**src/rtl/fc_control_gen.sv**
```systemverilog
// Control sequencer for one fully-connected layer: issues neuron/weight reads, steps the MAC data phase,
// selects the active input lane and strobes accumulator load / output write; hold freezes everything.
module fc_control_gen #(
  parameter int INNEURON      = 64,
  parameter int OUTNEURON     = 20,
  parameter int PI            = 4,
  parameter int PO            = 2,
  parameter int DATA_WIDTH_FC = 16,
  parameter int READ_LAT      = 2,
  parameter int MULT_LAT      = 3,
  localparam int K    = INNEURON / 2,
  localparam int LSEG = K / PI,
  localparam int NGRP = OUTNEURON / PO,
  localparam int CW   = (K > 1) ? $clog2(K) : 1,
  localparam int OW   = $clog2(NGRP + 1),
  localparam int AW   = (LSEG > 1) ? $clog2(LSEG) : 1,
  localparam int WAW  = (K * NGRP > 1) ? $clog2(K * NGRP) : 1
) (
  input  logic                        clock,
  input  logic                        reset,
  input  logic                        start,
  input  logic                        hold,
  input  logic [DATA_WIDTH_FC*PI-1:0] in_neuron_q_a_all,
  input  logic [DATA_WIDTH_FC*PI-1:0] in_neuron_q_b_all,
  output logic                        in_neuron_rden_a,
  output logic                        in_neuron_rden_b,
  output logic                        in_neuron_wren_a,
  output logic                        in_neuron_wren_b,
  output logic                        fc_weight_rden_a,
  output logic                        fc_weight_rden_b,
  output logic                        fc_weight_wren_a,
  output logic                        fc_weight_wren_b,
  output logic [AW-1:0]               in_addr,
  output logic [WAW-1:0]              weight_addr,
  output logic [DATA_WIDTH_FC-1:0]    in_neuron_q_a_mux,
  output logic [DATA_WIDTH_FC-1:0]    in_neuron_q_b_mux,
  output logic                        accum_sload,
  output logic                        enable_mult,
  output logic                        out_wr_en,
  output logic [CW-1:0]               count_sload,
  output logic [OW-1:0]               count_out,
  output logic                        busy,
  output logic                        done
);

  localparam int PMAX = (READ_LAT > MULT_LAT) ? READ_LAT : MULT_LAT;
  localparam int PW   = $clog2(PMAX + 1);

  typedef enum logic [2:0] {
    S_IDLE,
    S_FILL,
    S_RUN,
    S_DRAIN,
    S_DONE
  } state_t;

  state_t              state;
  state_t              state_nxt;
  logic [PW-1:0]       phase;
  logic                issue_done;
  logic [MULT_LAT-1:0] wr_dly;

  logic        accept;
  logic        issue;
  logic        run_act;
  logic        last_inner;
  logic        last_group;
  logic [31:0] lane;

  assign accept     = (state == S_IDLE) && start;
  assign run_act    = (state == S_RUN) && !hold;
  assign issue      = ((state == S_FILL) || (state == S_RUN)) && !issue_done && !hold;
  assign last_inner = (count_sload == CW'(K - 1));
  assign last_group = (count_out == OW'(NGRP - 1));

  always_comb begin
    state_nxt = state;
    case (state)
      S_IDLE:  if (start) state_nxt = S_FILL;
      S_FILL:  if (!hold && phase == PW'(READ_LAT - 1)) state_nxt = S_RUN;
      S_RUN:   if (run_act && last_inner && last_group) state_nxt = S_DRAIN;
      S_DRAIN: if (!hold && phase == PW'(MULT_LAT - 1)) state_nxt = S_DONE;
      S_DONE:  state_nxt = S_IDLE;
      default: state_nxt = S_IDLE;
    endcase
  end

  always_ff @(posedge clock) begin
    if (reset) begin
      state       <= S_IDLE;
      phase       <= '0;
      issue_done  <= 1'b0;
      in_addr     <= '0;
      weight_addr <= '0;
      count_sload <= '0;
      count_out   <= '0;
      wr_dly      <= '0;
    end else begin
      state <= state_nxt;
      if (accept) begin
        phase       <= '0;
        issue_done  <= 1'b0;
        in_addr     <= '0;
        weight_addr <= '0;
        count_sload <= '0;
        count_out   <= '0;
        wr_dly      <= '0;
      end else begin
        // Issue side: runs READ_LAT unheld cycles ahead of the data side.
        if (issue) begin
          in_addr <= (in_addr == AW'(LSEG - 1)) ? '0 : in_addr + AW'(1);
          if (weight_addr == WAW'(K * NGRP - 1))
            issue_done <= 1'b1;
          else
            weight_addr <= weight_addr + WAW'(1);
        end

        if (run_act) begin
          if (last_inner) begin
            count_sload <= '0;
            count_out   <= count_out + OW'(1);
          end else begin
            count_sload <= count_sload + CW'(1);
          end
        end

        if (!hold && (state == S_FILL || state == S_DRAIN))
          phase <= (state_nxt != state) ? '0 : phase + PW'(1);

        // Group-end marker travels alongside the multiplier pipeline.
        if (!hold) begin
          wr_dly[0] <= run_act && last_inner;
          for (int i = 1; i < MULT_LAT; i++)
            wr_dly[i] <= wr_dly[i-1];
        end
      end
    end
  end

  always_comb begin
    in_neuron_q_a_mux = '0;
    in_neuron_q_b_mux = '0;
    lane              = 32'(count_sload) / 32'(LSEG);
    if (state == S_RUN) begin
      for (int i = 0; i < PI; i++) begin
        if (lane == 32'(i)) begin
          in_neuron_q_a_mux = in_neuron_q_a_all[i*DATA_WIDTH_FC +: DATA_WIDTH_FC];
          in_neuron_q_b_mux = in_neuron_q_b_all[i*DATA_WIDTH_FC +: DATA_WIDTH_FC];
        end
      end
    end
  end

  assign in_neuron_rden_a = issue;
  assign in_neuron_rden_b = issue;
  assign fc_weight_rden_a = issue;
  assign fc_weight_rden_b = issue;
  assign in_neuron_wren_a = 1'b0;
  assign in_neuron_wren_b = 1'b0;
  assign fc_weight_wren_a = 1'b0;
  assign fc_weight_wren_b = 1'b0;

  assign enable_mult = run_act;
  assign accum_sload = run_act && (count_sload == '0);
  // Gated so a marker parked at the tap during hold yields a single pulse on release.
  assign out_wr_en   = wr_dly[MULT_LAT-1] && !hold;
  assign busy        = (state != S_IDLE);
  assign done        = (state == S_DONE);

endmodule

```
**config.mk**
```make
export PLATFORM = sky130hd
export DESIGN_NAME = fc_control_gen
export DESIGN_NICKNAME = d
export VERILOG_FILES = /design/src/rtl/fc_control_gen.sv
export SDC_FILE = /design/constraint.sdc
export NUM_CORES = 1
export LEC_CHECK = 0
export BUFFER_PORTS_ARGS = -buffer_cell sky130_fd_sc_hd__buf_2
export CORE_MARGIN = 2
export CORE_UTILIZATION = 40
export CTS_BUF_LIST = sky130_fd_sc_hd__clkbuf_4 sky130_fd_sc_hd__clkbuf_8 sky130_fd_sc_hd__clkbuf_16
export DETAILED_ROUTE_END_ITERATION = 8
export HOLD_SLACK_MARGIN = 0.12
export PLACE_DENSITY = 0.82
export SYNTH_ARGS = -nofsm -noshare
export SYNTH_HDL_FRONTEND = slang
export SYNTH_SLANG_ARGS = --single-unit
```
**constraint.sdc**
```tcl
create_clock -name clock -period 2.5 [get_ports clock]
set_clock_uncertainty 0.15 [all_clocks]
set_input_delay 0.125 -clock clock [delete_from_list [all_inputs] [get_ports clock]]
set_output_delay 0.125 -clock clock [all_outputs]
set_load 0.005 [all_outputs]
```
; Word-level counts from Yosys, hierarchy flattened
; Index checks and enable logic that the tools add are counted.
[op_classes]
addsub = 5
eq_ne = 14
muxes = 18
n_bitwise = 1
n_reduce_logical = 23
[ops]
columns = op, n
row1 = 2-to-1 mux 16 bit, 10
row2 = zero test 32 bit, 1
row3 = 2-to-1 mux 3 bit, 5
row4 = case mux 3 bit (4 select lines), 1
row5 = logical AND 1 bit, 11
row6 = "adder 9 x 1 -> 9 bit, second input constant", 1
row7 = "== test 9 bit, second input constant", 1
row8 = "== test 2 bit, second input constant", 3
row9 = "== test 3 x 2 -> 1 bit, second input constant", 2
row10 = "== test 3 bit, second input constant", 2
row11 = AND reduction 2 bit, 3
row12 = "adder 5 x 1 -> 5 bit, second input constant", 1
row13 = "== test 5 bit, second input constant", 1
row14 = zero test 5 bit, 1
row15 = 2-to-1 mux 5 bit, 1
row16 = "adder 4 x 1 -> 4 bit, second input constant", 1
row17 = "== test 2 x 1 -> 1 bit, second input constant", 2
row18 = "== test 4 bit, second input constant", 1
row19 = "adder 3 x 1 -> 3 bit, second input constant", 1
row20 = "== test 3 x 1 -> 1 bit, second input constant", 1
row21 = zero test 3 bit, 1
row22 = inequality test 3 bit, 1
row23 = nonzero test 3 bit, 1
row24 = "adder 2 x 1 -> 2 bit, second input constant", 1
row25 = other kinds (5), 7
[totals]
ff_bits = 30

; Longest topological paths before layout
[logic_depth]
depth_word = 8
depth_mapped = 8
mapped_depth_nobuf = 6

; Worst setup path before layout
; No wires, ideal clock.
[synth_timing]
path_kind = register to register
startpoint = reg count_sload[3]
endpoint = reg state[0]
arrival_time_ns = 1.749
t_required_ns = 2.270
path_slack_ns = 0.521
stages_incl_launch_ff = 9
n_path_buf = 3
path_cell_list = dfxtp_1 > buf_2 > buf_2 > and3_1 > ha_1 > buf_2 > nand2_2 > o31ai_1 > nor3b_1
[synth_between]
elab_chain_len = 5
[synth_rtl]
columns = element, line
row1 = "start, declared", 40  ; output logic [CW-1:0] count_sload,
row2 = "start signal, assigned", 123  ; count_sload <= count_sload + CW'(1);
row3 = == test 5 bit, 73  ; assign last_inner = (count_sload == CW'(K - 1));
row4 = logical AND 1 bit (2 in a row), 81  ; S_RUN: if (run_act && last_inner && last_group) state_nxt = S_DRAIN;
row5 = 2-to-1 mux 3 bit, 81
row6 = case mux 3 bit (4 select lines), 78  ; case (state)
row7 = "end signal, assigned", 99  ; state <= state_nxt;
row8 = "end, declared", 57  ; state_t state;
; Every way passes these cells.
; A chain may end at the register's enable or synchronous reset.

; Worst setup path after layout
[layout_timing]
startpoint = reg state[0]
endpoint = out in_neuron_rden_a
[layout_between]
elab_chain_len = 4
[layout_rtl]
columns = element, line
row1 = == test 3 x 1 -> 1 bit / == test 3 x 2 -> 1 bit (equally long branches), 72  ; assign issue = ((state == S_FILL) || (state == S_RUN)) && !issue_done && !hold;
row2 = logical OR 1 bit (*), 72
row3 = logical AND 1 bit (*) (2 in a row), 72
row4 = "end, declared", 25  ; output logic in_neuron_rden_a,
; Mark *: on every way between the ends. The rest lies on a longest branch, timed or not.

==> results_dict.tcl <==
set metrics [dict create \
    status "finished clean" \
    synthFlopType "dfxtp_1" \
    power_per_cell_area_nw_per_um2 306 \
    cp.required_ps 2230 \
    yosysMostFrequentCell "and3_1" \
    power_w 0.00112 \
    synth_top_family_by_area "multiplexers" \
    maxSlewHeadroom_pct 62.3 \
    drive_gt1_share_pct 55.6 \
    yosysSeqAreaShare_pct 23.6 \
    p_leak_nw 1.84 \
    hold_path.class "reg2reg" \
    insertion_delay_ps 280 \
    synthAdderAreaFrac_pct 4.92 \
    postRouteAntennaNets 0 \
    grt_pass1_wl_um 14600 \
    grt.total_usage_pct 26.3 \
    setup_violations 0 \
    root_buffer "clkbuf_8" \
    setup_tns_ps 0 \
    min_period_ps 2230 \
    rsz0062_at_grt "no" \
    slew_viol_final 0 \
    holdBufCountCts 2 \
    gp_congestion 0.865 \
    fin_nets 587 \
    cts_tree "yes" \
    synth_mux_area_share_pct 29.5 \
    grt_max_degree 28 \
    cts_max_level 2 \
    firstDrtPassIters 4 \
    synthArstFlopShare_pct 0 \
    worstMarginPinSlew_ps 566 \
    ys_warn_count 0 \
    setup.worst_path.start_class "flop" \
    grt_overflow 0 \
    grt_antenna_before_repair 0 \
    cts_made_buffers 5 \
    yosysTopAreaCell "mux4_2" \
    die_h_um 83.7 \
    post-cts-setup-buffer-count 0 \
    num_io_pins 198 \
    synth.cell_area_um2 2540 \
    die_w_um 83.7 \
    synth_top_cells_by_count "34 x and3_1, 32 x mux4_2, 30 x dfxtp_1, 22 x a21oi_1, 16 x nand2_1" \
    peakVddDrop_uv 365 \
    post-route-period-util_pct 89.0 \
    cts_num_sinks 30 \
    row_count 29 \
    cp_max_fo 18 \
    via_count 2899 \
    hold_viol 0 \
    synth_xor_area_share_pct 1.38 \
    drtIter0Drc 132 \
    clk_path_buf_depth 2 \
    clk_pin_slew_ps 60 \
    wl_per_cell_um 17.7 \
    yosys.area.top_type_share_pct 28.3 \
    hold_ws_ps 322 \
    drcViolationCount 0 \
    viasPerCell 5.53 \
    syn_avg_cell_area_um2 9.67 \
    die-area_um2 7010 \
    portBuffers 193 \
    yosys.area_share.simple_pct 23.5 \
    synth_seq_cells 30 \
    ys_types 41 \
    synth_area_leaders "mux4_2 28%, dfxtp_1 24%, and3_1 8.4%, ha_1 4.9%, a21oi_1 4.3%" \
    num-fill-cells 588 \
    synth_edf_count 0 \
    arrival_ps 1950 \
    cts_resized 0 \
    start_util_pct 40.7 \
    finalWirelength_um 9290 \
    drv_cap 0 \
    synth_compound_area_share_pct 8.81 \
    syn-instance-count 263 \
    area_growth_pct 43.6 \
    grt_pass1_vias 2854 \
    fmax_mhz 449 \
    critPathKind "reg2out" \
    endpoint_kind "output pin" \
    core_region_area_um2 6240 \
    dp_hpwl_um 7630 \
    post-route-util_pct 58.5 \
]
==> worst paths after layout <==
check / from / end / slack [ps] / cells past startpoint
worst min register to register: wr_dly[0] / wr_dly[0] / 320 / 2
worst min-delay path: wr_dly[0] / wr_dly[0] / 320 / 2
worst max register to register: state[0] / weight_addr[6] / 390 / 4
worst max-delay path: state[0] / in_neuron_rden_a / 270 / 4
==> placed cells by master (no fill, tap or decap), types with 2 or more instances in the layout <==
cell type,netlist,layout
nor2_1,11,10
o21ai_0,6,6
nand2_1,16,16
nand2b_1,3,3
mux2i_1,3,3
inv_1,7,7
nor3b_1,3,3
buf_2,7,193
o31ai_1,5,5
nor3_1,4,4
mux4_2,32,32
a21oi_1,22,22
xor2_1,3,3
or4_1,6,6
and3_1,34,34
dlygate4sd3_1,0,2
clkbuf_8,0,6
nor2b_1,2,2
nand3_1,7,7
nand3b_1,3,3
nor4b_1,3,3
ha_1,10,10
conb_1,1,4
or3_1,5,5
buf_4,7,9
clkinv_2,1,2
dfxtp_1,30,29
==> report_power, final <==
group / switching [W] / internal [W] / leakage (nW)
logic: 0.0000916 / 0.000133 / 1.55
clock network: 0.000171 / 0.000232 / 0.0517
registers: 0.00000687 / 0.000482 / 0.243
==> routing by layer <==
metal / vias to the layer above / GRT usage [%] / part of all wire (%)
met3: 15 / 4.55 / 8.4
met5: - / 0 / 0
met1: 1373 / 32.9 / 39
li1: 1359 / - / -
met2: 152 / 47.6 / 51
met4: 0 / 5.43 / 1.1
==> cell type report <==
type                       instances  area, um^2  share of cell area [%]
multi-input combinational        195        1750                    47.9
timing repair buffer             205        1070                    29.4
sequential                        30         602                    16.5
tap                               77        96.3                    2.64
clock buffer                       7        90.1                    2.47
inverter                           8        31.3                   0.857
clock inverter                     1        5.00                   0.137
antenna                            1        2.50                  0.0685
==> cell families (layout without fill, tap and decap cells) <==
kind of cell               Yosys count  after routing
adders and majority gates           10             10
and+or+nand+nor                    103            103
AOI/OAI and AO/OA                   39             39
xor gates and xnor gates             4              4
muxes                               35             35
DFF                                 30             30
buffers and inverters               41            221
other                                1              5
==> worst max-delay path: stages, from the launching register on <==
cell and delay, ps:
dfxtp_1 540, xnor2_1 210, nand2b_1 510, inv_1 240, buf_2 190
==> state kept, by name (all words and copies together), names as in the netlist <==
| name | count |
|---|---|
| in_addr | 3 |
| wr_dly | 3 |
| count_sload | 5 |
| phase | 2 |
| weight_addr | 9 |
| count_out | 4 |
| issue_done | 1 |
| state | 3 |
==> stage by stage <==
step	cells	area [um^2]	worst slack (ps)
floorplan	266	2550	521
global placement	513	3530	512
detailed placement	513	3530	411
CTS	523	3650	282
global route	523	3650	94.5
finish	524	3650	275
Note: power is estimated with default switching activity, not from simulation.
